--- config.mk ---
export PLATFORM = sky130hd
export DESIGN_NAME = prog_loader_flat
export DESIGN_NICKNAME = d
export VERILOG_FILES = /design/src/rtl/prog_loader_pkg.sv /design/src/rtl/prog_loader_if.sv /design/src/rtl/prog_loader_word_assembler.sv /design/src/rtl/prog_loader.sv /design/src/flat_wrapper.sv
export SDC_FILE = /design/constraint.sdc
export NUM_CORES = 1
export LEC_CHECK = 0
export CAP_MARGIN = 10
export CORE_MARGIN = 2
export CORE_UTILIZATION = 40
export CTS_CLUSTER_DIAMETER = 30
export DETAILED_ROUTE_END_ITERATION = 10
export GPL_TIMING_DRIVEN = 1
export PLACE_DENSITY = 0.6
export RECOVER_POWER = 100
export REMOVE_ABC_BUFFERS = 1
export SETUP_SLACK_MARGIN = 0.2
export SYNTH_ARGS = -nofsm -noshare
export SYNTH_HDL_FRONTEND = slang
export SYNTH_HIERARCHICAL = 1
export SYNTH_SLANG_ARGS = --single-unit
--- constraint.sdc ---
create_clock -name sysCLK -period 6.2 [get_ports sysCLK]
set_input_delay 1.24 -clock sysCLK [delete_from_list [all_inputs] [get_ports sysCLK]]
set_output_delay 1.24 -clock sysCLK [all_outputs]
set_load 0.05 [all_outputs]
--- src/rtl/prog_loader_pkg.sv ---
// Shared definitions for the instruction-memory program loader: FSM encoding,
// stream/word geometry and a small state-classification helper.
package prog_loader_pkg;

  localparam int BYTE_W         = 8;
  localparam int BYTES_PER_WORD = 4;
  localparam int WORD_W         = BYTES_PER_WORD * BYTE_W;
  localparam int HDR_W          = 8;
  localparam int BCNT_W         = $clog2(BYTES_PER_WORD);

  typedef logic [2:0] state_t;

  localparam state_t ST_IDLE = 3'd0;
  localparam state_t ST_HDR  = 3'd1;
  localparam state_t ST_DATA = 3'd2;
  localparam state_t ST_CHK  = 3'd3;
  localparam state_t ST_DONE = 3'd4;
  localparam state_t ST_ERR  = 3'd5;

  // States in which the loader is willing to take a stream byte.
  function automatic logic takes_bytes(state_t s);
    return (s == ST_HDR) || (s == ST_DATA) || (s == ST_CHK);
  endfunction

endpackage

--- src/rtl/prog_loader_if.sv ---
// Byte-stream input plus instruction-memory write port and core-control outputs.
// master = stream source / observer, slave = the loader.
interface prog_loader_if
  import prog_loader_pkg::*;
#(
  parameter int ADDR_W = 4,
  parameter int DATA_W = 32
);
  logic              start;
  logic [BYTE_W-1:0] byteIn;
  logic              byteValid;
  logic              byteReady;
  logic [ADDR_W-1:0] imemWAddr;
  logic [DATA_W-1:0] imemWData;
  logic              imemWEn;
  logic              cpuHold;
  logic              loadDone;
  logic              loadErr;

  modport master (
    output start, byteIn, byteValid,
    input  byteReady, imemWAddr, imemWData, imemWEn, cpuHold, loadDone, loadErr
  );

  modport slave (
    input  start, byteIn, byteValid,
    output byteReady, imemWAddr, imemWData, imemWEn, cpuHold, loadDone, loadErr
  );
endinterface

--- src/rtl/prog_loader_word_assembler.sv ---
// Little-endian byte-to-word assembler: three held bytes plus the live byte form
// the word, and word_valid pulses in the cycle the fourth byte is taken.
module word_assembler
  import prog_loader_pkg::*;
(
  input  logic              clk,
  input  logic              rst,
  input  logic              clear,
  input  logic              byte_en,
  input  logic [BYTE_W-1:0] byte_in,
  output logic [WORD_W-1:0] word,
  output logic              word_valid
);

  logic [BCNT_W-1:0]        byte_cnt;
  logic [WORD_W-BYTE_W-1:0] partial;

  // Earlier bytes shift down so byte 0 ends up in the least significant lane.
  assign word       = {byte_in, partial};
  assign word_valid = byte_en && (byte_cnt == BCNT_W'(BYTES_PER_WORD - 1));

  // NOTE: registers use non-blocking assignments so every flop samples pre-edge values.
  always_ff @(posedge clk or posedge rst) begin
    if (rst) begin
      byte_cnt <= '0;
      partial  <= '0;
    end else if (clear) begin
      byte_cnt <= '0;
      partial  <= '0;
    end else if (byte_en) begin
      byte_cnt <= byte_cnt + BCNT_W'(1);
      partial  <= {byte_in, partial[WORD_W-BYTE_W-1:BYTE_W]};
    end
  end

endmodule

--- src/rtl/prog_loader.sv ---
// Program loader: header byte N, then 4N little-endian bytes written to imem
// words 0..N-1; core held until done. Optional trailing XOR byte: PROG_LOADER_CHECKSUM_EN.
module prog_loader
  import prog_loader_pkg::*;
#(
  parameter int ADDR_W = 4,
  parameter int DATA_W = 32
)(
  input  logic         sysCLK,
  input  logic         pRST,
  prog_loader_if.slave bus
);

  localparam int          CNT_W     = ADDR_W + 1;
  localparam int unsigned MAX_WORDS = 1 << ADDR_W;

  state_t            state, next_state;
  logic [CNT_W-1:0]  n_words, word_idx;
  logic [ADDR_W-1:0] waddr;
  logic [DATA_W-1:0] wdata;
  logic              byte_ready, wen, cpu_hold, load_done, load_err;

  logic              accept, hdr_ok, last_word;
  logic [31:0]       n_in;
  logic              asm_en, asm_clear, word_valid;
  logic [WORD_W-1:0] word;

  // start always wins over a coincident byte, which is then dropped.
  assign accept    = bus.byteValid && byte_ready && !bus.start;
  assign n_in      = 32'(bus.byteIn);
  assign hdr_ok    = (n_in != 32'd0) && (n_in <= MAX_WORDS);
  assign last_word = (word_idx == n_words - CNT_W'(1));
  assign asm_en    = accept && (state == ST_DATA);
  assign asm_clear = bus.start || (state != ST_DATA);

  word_assembler u_asm (
    .clk        (sysCLK),
    .rst        (pRST),
    .clear      (asm_clear),
    .byte_en    (asm_en),
    .byte_in    (bus.byteIn),
    .word       (word),
    .word_valid (word_valid)
  );

`ifdef PROG_LOADER_CHECKSUM_EN
  logic [BYTE_W-1:0] csum;

  always_ff @(posedge sysCLK or posedge pRST) begin
    if (pRST)           csum <= '0;
    else if (bus.start) csum <= '0;
    else if (asm_en)    csum <= csum ^ bus.byteIn;
  end
`endif

  // NOTE: next_state gets a default before the case so no latch is inferred.
  always_comb begin
    next_state = state;
    if (bus.start) begin
      next_state = ST_HDR;
    end else begin
      case (state)
        ST_HDR:  if (accept) next_state = hdr_ok ? ST_DATA : ST_ERR;
`ifdef PROG_LOADER_CHECKSUM_EN
        ST_DATA: if (word_valid && last_word) next_state = ST_CHK;
        ST_CHK:  if (accept) next_state = (bus.byteIn == csum) ? ST_DONE : ST_ERR;
`else
        ST_DATA: if (word_valid && last_word) next_state = ST_DONE;
`endif
        default: next_state = state;
      endcase
    end
  end

  always_ff @(posedge sysCLK or posedge pRST) begin
    if (pRST) begin
      state      <= ST_IDLE;
      byte_ready <= 1'b0;
      wen        <= 1'b0;
      waddr      <= '0;
      wdata      <= '0;
      cpu_hold   <= 1'b1;
      load_done  <= 1'b0;
      load_err   <= 1'b0;
      n_words    <= '0;
      word_idx   <= '0;
    end else begin
      state      <= next_state;
      byte_ready <= takes_bytes(next_state);
      load_err   <= (next_state == ST_ERR);
      // Release only once DONE has lasted a cycle, i.e. after the final write strobe.
      load_done  <= (state == ST_DONE) && (next_state == ST_DONE);
      cpu_hold   <= !((state == ST_DONE) && (next_state == ST_DONE));
      wen        <= word_valid;
      if (word_valid) begin
        waddr <= word_idx[ADDR_W-1:0];
        wdata <= DATA_W'(word);
      end
      if (bus.start) begin
        word_idx <= '0;
      end else if ((state == ST_HDR) && accept) begin
        word_idx <= '0;
        if (hdr_ok) n_words <= CNT_W'(n_in);
      end else if (word_valid) begin
        word_idx <= word_idx + CNT_W'(1);
      end
    end
  end

  assign bus.byteReady = byte_ready;
  assign bus.imemWEn   = wen;
  assign bus.imemWAddr = waddr;
  assign bus.imemWData = wdata;
  assign bus.cpuHold   = cpu_hold;
  assign bus.loadDone  = load_done;
  assign bus.loadErr   = load_err;

endmodule
--- src/flat_wrapper.sv ---
// flat-port wrapper written by rule: the top's interface ports become plain ports
module prog_loader_flat import prog_loader_pkg::*;
#(
  parameter int ADDR_W = 4,
  parameter int DATA_W = 32
)
  (sysCLK, pRST, bus_start, bus_byteIn, bus_byteValid, bus_byteReady, bus_imemWAddr, bus_imemWData, bus_imemWEn, bus_cpuHold, bus_loadDone, bus_loadErr);
  prog_loader_if #(.ADDR_W(ADDR_W), .DATA_W(DATA_W)) bus_i ();
  input  logic sysCLK;
  input  logic pRST;
  input wire logic [$bits(bus_i.start)-1:0] bus_start;
  input wire logic [$bits(bus_i.byteIn)-1:0] bus_byteIn;
  input wire logic [$bits(bus_i.byteValid)-1:0] bus_byteValid;
  output wire logic [$bits(bus_i.byteReady)-1:0] bus_byteReady;
  output wire logic [$bits(bus_i.imemWAddr)-1:0] bus_imemWAddr;
  output wire logic [$bits(bus_i.imemWData)-1:0] bus_imemWData;
  output wire logic [$bits(bus_i.imemWEn)-1:0] bus_imemWEn;
  output wire logic [$bits(bus_i.cpuHold)-1:0] bus_cpuHold;
  output wire logic [$bits(bus_i.loadDone)-1:0] bus_loadDone;
  output wire logic [$bits(bus_i.loadErr)-1:0] bus_loadErr;
  assign bus_i.start = bus_start;
  assign bus_i.byteIn = bus_byteIn;
  assign bus_i.byteValid = bus_byteValid;
  assign bus_byteReady = bus_i.byteReady;
  assign bus_imemWAddr = bus_i.imemWAddr;
  assign bus_imemWData = bus_i.imemWData;
  assign bus_imemWEn = bus_i.imemWEn;
  assign bus_cpuHold = bus_i.cpuHold;
  assign bus_loadDone = bus_i.loadDone;
  assign bus_loadErr = bus_i.loadErr;
  prog_loader #(.ADDR_W(ADDR_W), .DATA_W(DATA_W)) u_core (.sysCLK(sysCLK), .pRST(pRST), .bus(bus_i));
endmodule
==> out/metrics.yaml <==
worst_setup_path:
  crit_slowest_cell: "clkbuf_1"
  worst-setup-path-type: "input pin to async pin"
  critPathCaptureType: "async pin"
  worstPathRequired_ns: 6.01
  slowest_delay_ns: 2.04
  path_delay_family: "buffers and inverters"
  cp_max_fo: 54
  path_cells: "dlygate4sd3_1 -> clkinv_1 -> clkbuf_1"
  cp.arrival_ns: 3.91
  path_buf_inv: 3
  setup.worst_path.start_class: "input pin"
power:
  power_density_mw_per_mm2: 242
  comb_power_share: 0.075
  power.switching_mw: 0.228
  pwr-share-seq: 0.543
  internal_power_mw: 0.771
  p_total_mw: 0.999
  clkPwrFrac: 0.382
  leakage_nw: 1.98
  swShare: 0.228
  peakVddDrop_uv: 97.1
logic_synthesis:
  synth-edff-count: 0
  async_flop_share: 1.00
  ys_warn_count: 6
  synth_cells: 256
  synth.top_cell.area_share: 0.576
  syn_area_mm2: 0.00343
  synth_cell_types: 41
  ys_seq_area_frac: 0.583
  synth-main-ff-cell: "dfrtp_1"
  synth_seq_cells: 80
  synthTopCellsByArea: "dfrtp_1 (58%), mux2_1 (12%), mux2i_1 (7.6%)"
  avgSynthCellArea_um2: 13.4
  yosys.area.top_type: "dfrtp_1"
routing:
  dr.first_iter.drc_count: 80
  drc: 0
  route.antenna.remaining_nets: 0
  totalWireLength_um: 5850
  num_vias: 2019
  wire_per_inst_um: 14.2
  drt-vias-per-instance: 4.90
  drt_pre_antenna_iters: 4
floorplanning:
  io_pins: 53
  core_region_area_mm2: 0.00826
  die_h_um: 96.7
  die_w_um: 96.7
  rows: 33
  initial_utilization: 0.416
  dieArea_mm2: 0.00934
final_layout:
  syn_to_final_growth_pct: 20.0
  diodes: 0
  final_common_cell: "dfrtp_1"
  fin_util: 0.499
  finalNonFillerCells: 412
  layout-drive-gt1-share: 0.0782
  nets: 317
  final_cell_mix: "dfrtp_1 (79), dlygate4sd3_1 (44), mux2_1 (37)"
timing:
  skew_ns: 0.00827
  setup_viol: 0
  fin_ws_ns: 2.10
  hold_violations: 0
  setup_tns_ns: 0
  relSlewSlack: -0.925
  min_period_over_period: 0.661
  post-route-min-period_ns: 4.10
  max_freq_mhz: 244
  rsz0062_at_grt: "false"
  drv_slew: 55
  tightest_slew_ns: 2.89
clocking:
  cts_root_buf: "clkbuf_8"
  insertion_delay_ns: 0.33
  clkTransAtPathRegs_ns: 0.08
  cts_max_path_buffers: 2
  cts_resized: 0
  hold_buffers: 0
  cts_tree: "yes"
  cts_buffers: 9
  cts.sinks: 80
  cts_setup_buffers: 0
  h-tree-depth: 3
outcome:
  status: "finished, violations left"
  violations: "capacitance limit, slew limit"
placement:
  place_ws_ns: 1.82
  place.detailed.hpwl_um: 3800
  gp_congestion: 0.751
  port-buffer-count: 52
  place_inst: 396
global_routing:
  grt_start_max_net_pins: 55
  antenna_found_initial: 0
  grt_overflow_total: 0
  grt_usage: 0.132
  grt_pass1_wl_um: 10100
  grt_pass1_vias: 2043
job:
  drv_cap: 1
worst_hold_path:
  hold_class: "flip-flop to flip-flop"
==> worst reg2reg max path, delay by kind of cell (launching register included) <==
| family | cells | cell delay, ns |
|---|---|---|
| simple gates | 4 | 1.70 |
| flops | 1 | 0.44 |
| buf+inv | 1 | 0.39 |
| compound gates | 1 | 0.39 |
==> stage by stage <==
stage / instance area (um2) / hold slack (ns)
2_1_floorplan: 3290 / 0.464
3_3_place_gp: 3960 / 0.469
3_5_place_dp: 3960 / 0.474
4_1_cts: 4160 / 0.493
5_1_grt: 4120 / 0.498
6_report: 4120 / 0.482
==> final timing paths <==
kind	from	end	slack (ns)	depth (start not counted)
max	pRST	u_core/bus.imemWData[3]$_DFFE_PP0P_	2.10	3
min	u_core/bus.imemWData[14]$_DFFE_PP0P_	u_core/bus.imemWData[14]$_DFFE_PP0P_	0.48	1
max reg2reg	u_core/state[2]$_DFF_PP0_	u_core/state[1]$_DFF_PP0_	3.16	6
min reg2reg	u_core/bus.imemWData[14]$_DFFE_PP0P_	u_core/bus.imemWData[14]$_DFFE_PP0P_	0.48	1
max in group sysCLK	bus_start	u_core/state[1]$_DFF_PP0_	2.11	8
min in group asynchronous	pRST	u_core/u_asm/partial[15]$_DFFE_PP0P_	1.62	2
==> power groups by stage <==
stage,Clock [mW],Sequential (mW),Combinational (mW)
final,0.381,0.542,0.0754
after floorplan,0,0.556,0.0498
after global routing,0.420,0.544,0.0840
after global placement,0,0.552,0.0824
after detailed placement,0,0.553,0.0825
after CTS,0.397,0.543,0.0827
==> routing by layer <==
metal  wire length [um]  up-vias  share of wire  global-route usage
met2               2450       51           0.42               0.191
met5                  0        -              0                   0
met4                 83        0          0.014              0.0520
met1               3070      993           0.52               0.190
met3                253        9          0.043              0.0332
li1                   -      966              -                   -
==> layout make-up <==
type,instances,area (um2)
clock buffers,13,159
clock inverters,3,40.0
fillers,778,4140
inverters,7,26.3
multi-input cells,150,1230
flip-flops and latches,80,2000
well taps,105,131
repair buffers,54,532
==> Yosys cell counts (2+ instances only) <==
library cell  instances
nand2_1               4
buf_4                 8
buf_1                 2
xnor2_1               4
mux2_4                5
buf_2                 5
buf_12                2
dfrtp_1              79
xor2_1                6
and2_1                2
nor4b_1               2
nand3b_1              2
nor2_1               35
ha_1                  3
nor3_1                2
mux2_1               36
o31ai_1               2
inv_1                 6
a31oi_1               2
nand4_1               3
mux2i_1              26
==> kinds of logic (layout without fill, tap and decap cells) <==
| kind of cell | count (synthesis) | in the layout | synth area share |
|---|---|---|---|
| adder cells (fa/ha/maj) | 3 | 3 | 0.0109 |
| AO/OA/AOI/OAI | 11 | 11 | 0.0240 |
| AND/OR/NAND/NOR | 58 | 58 | 0.0860 |
| XOR/XNOR | 10 | 10 | 0.0255 |
| multiplexers | 68 | 68 | 0.220 |
| buffers and inverters | 26 | 77 | 0.0506 |
| flip-flops | 80 | 80 | 0.583 |
==> state kept, by name (all words and copies together), names as in the netlist <==
register,flops
u_core/bus.byteReady,1
u_core/bus.cpuHold,1
u_core/bus.imemWAddr,4
u_core/bus.imemWData,32
u_core/bus.imemWEn,1
u_core/bus.loadDone,1
u_core/bus.loadErr,1
u_core/n_words,5
u_core/state,3
u_core/u_asm/byte_cnt,2
u_core/u_asm/partial,24
u_core/word_idx,5
No activity file was read; power rests on OpenSTA's default activity.
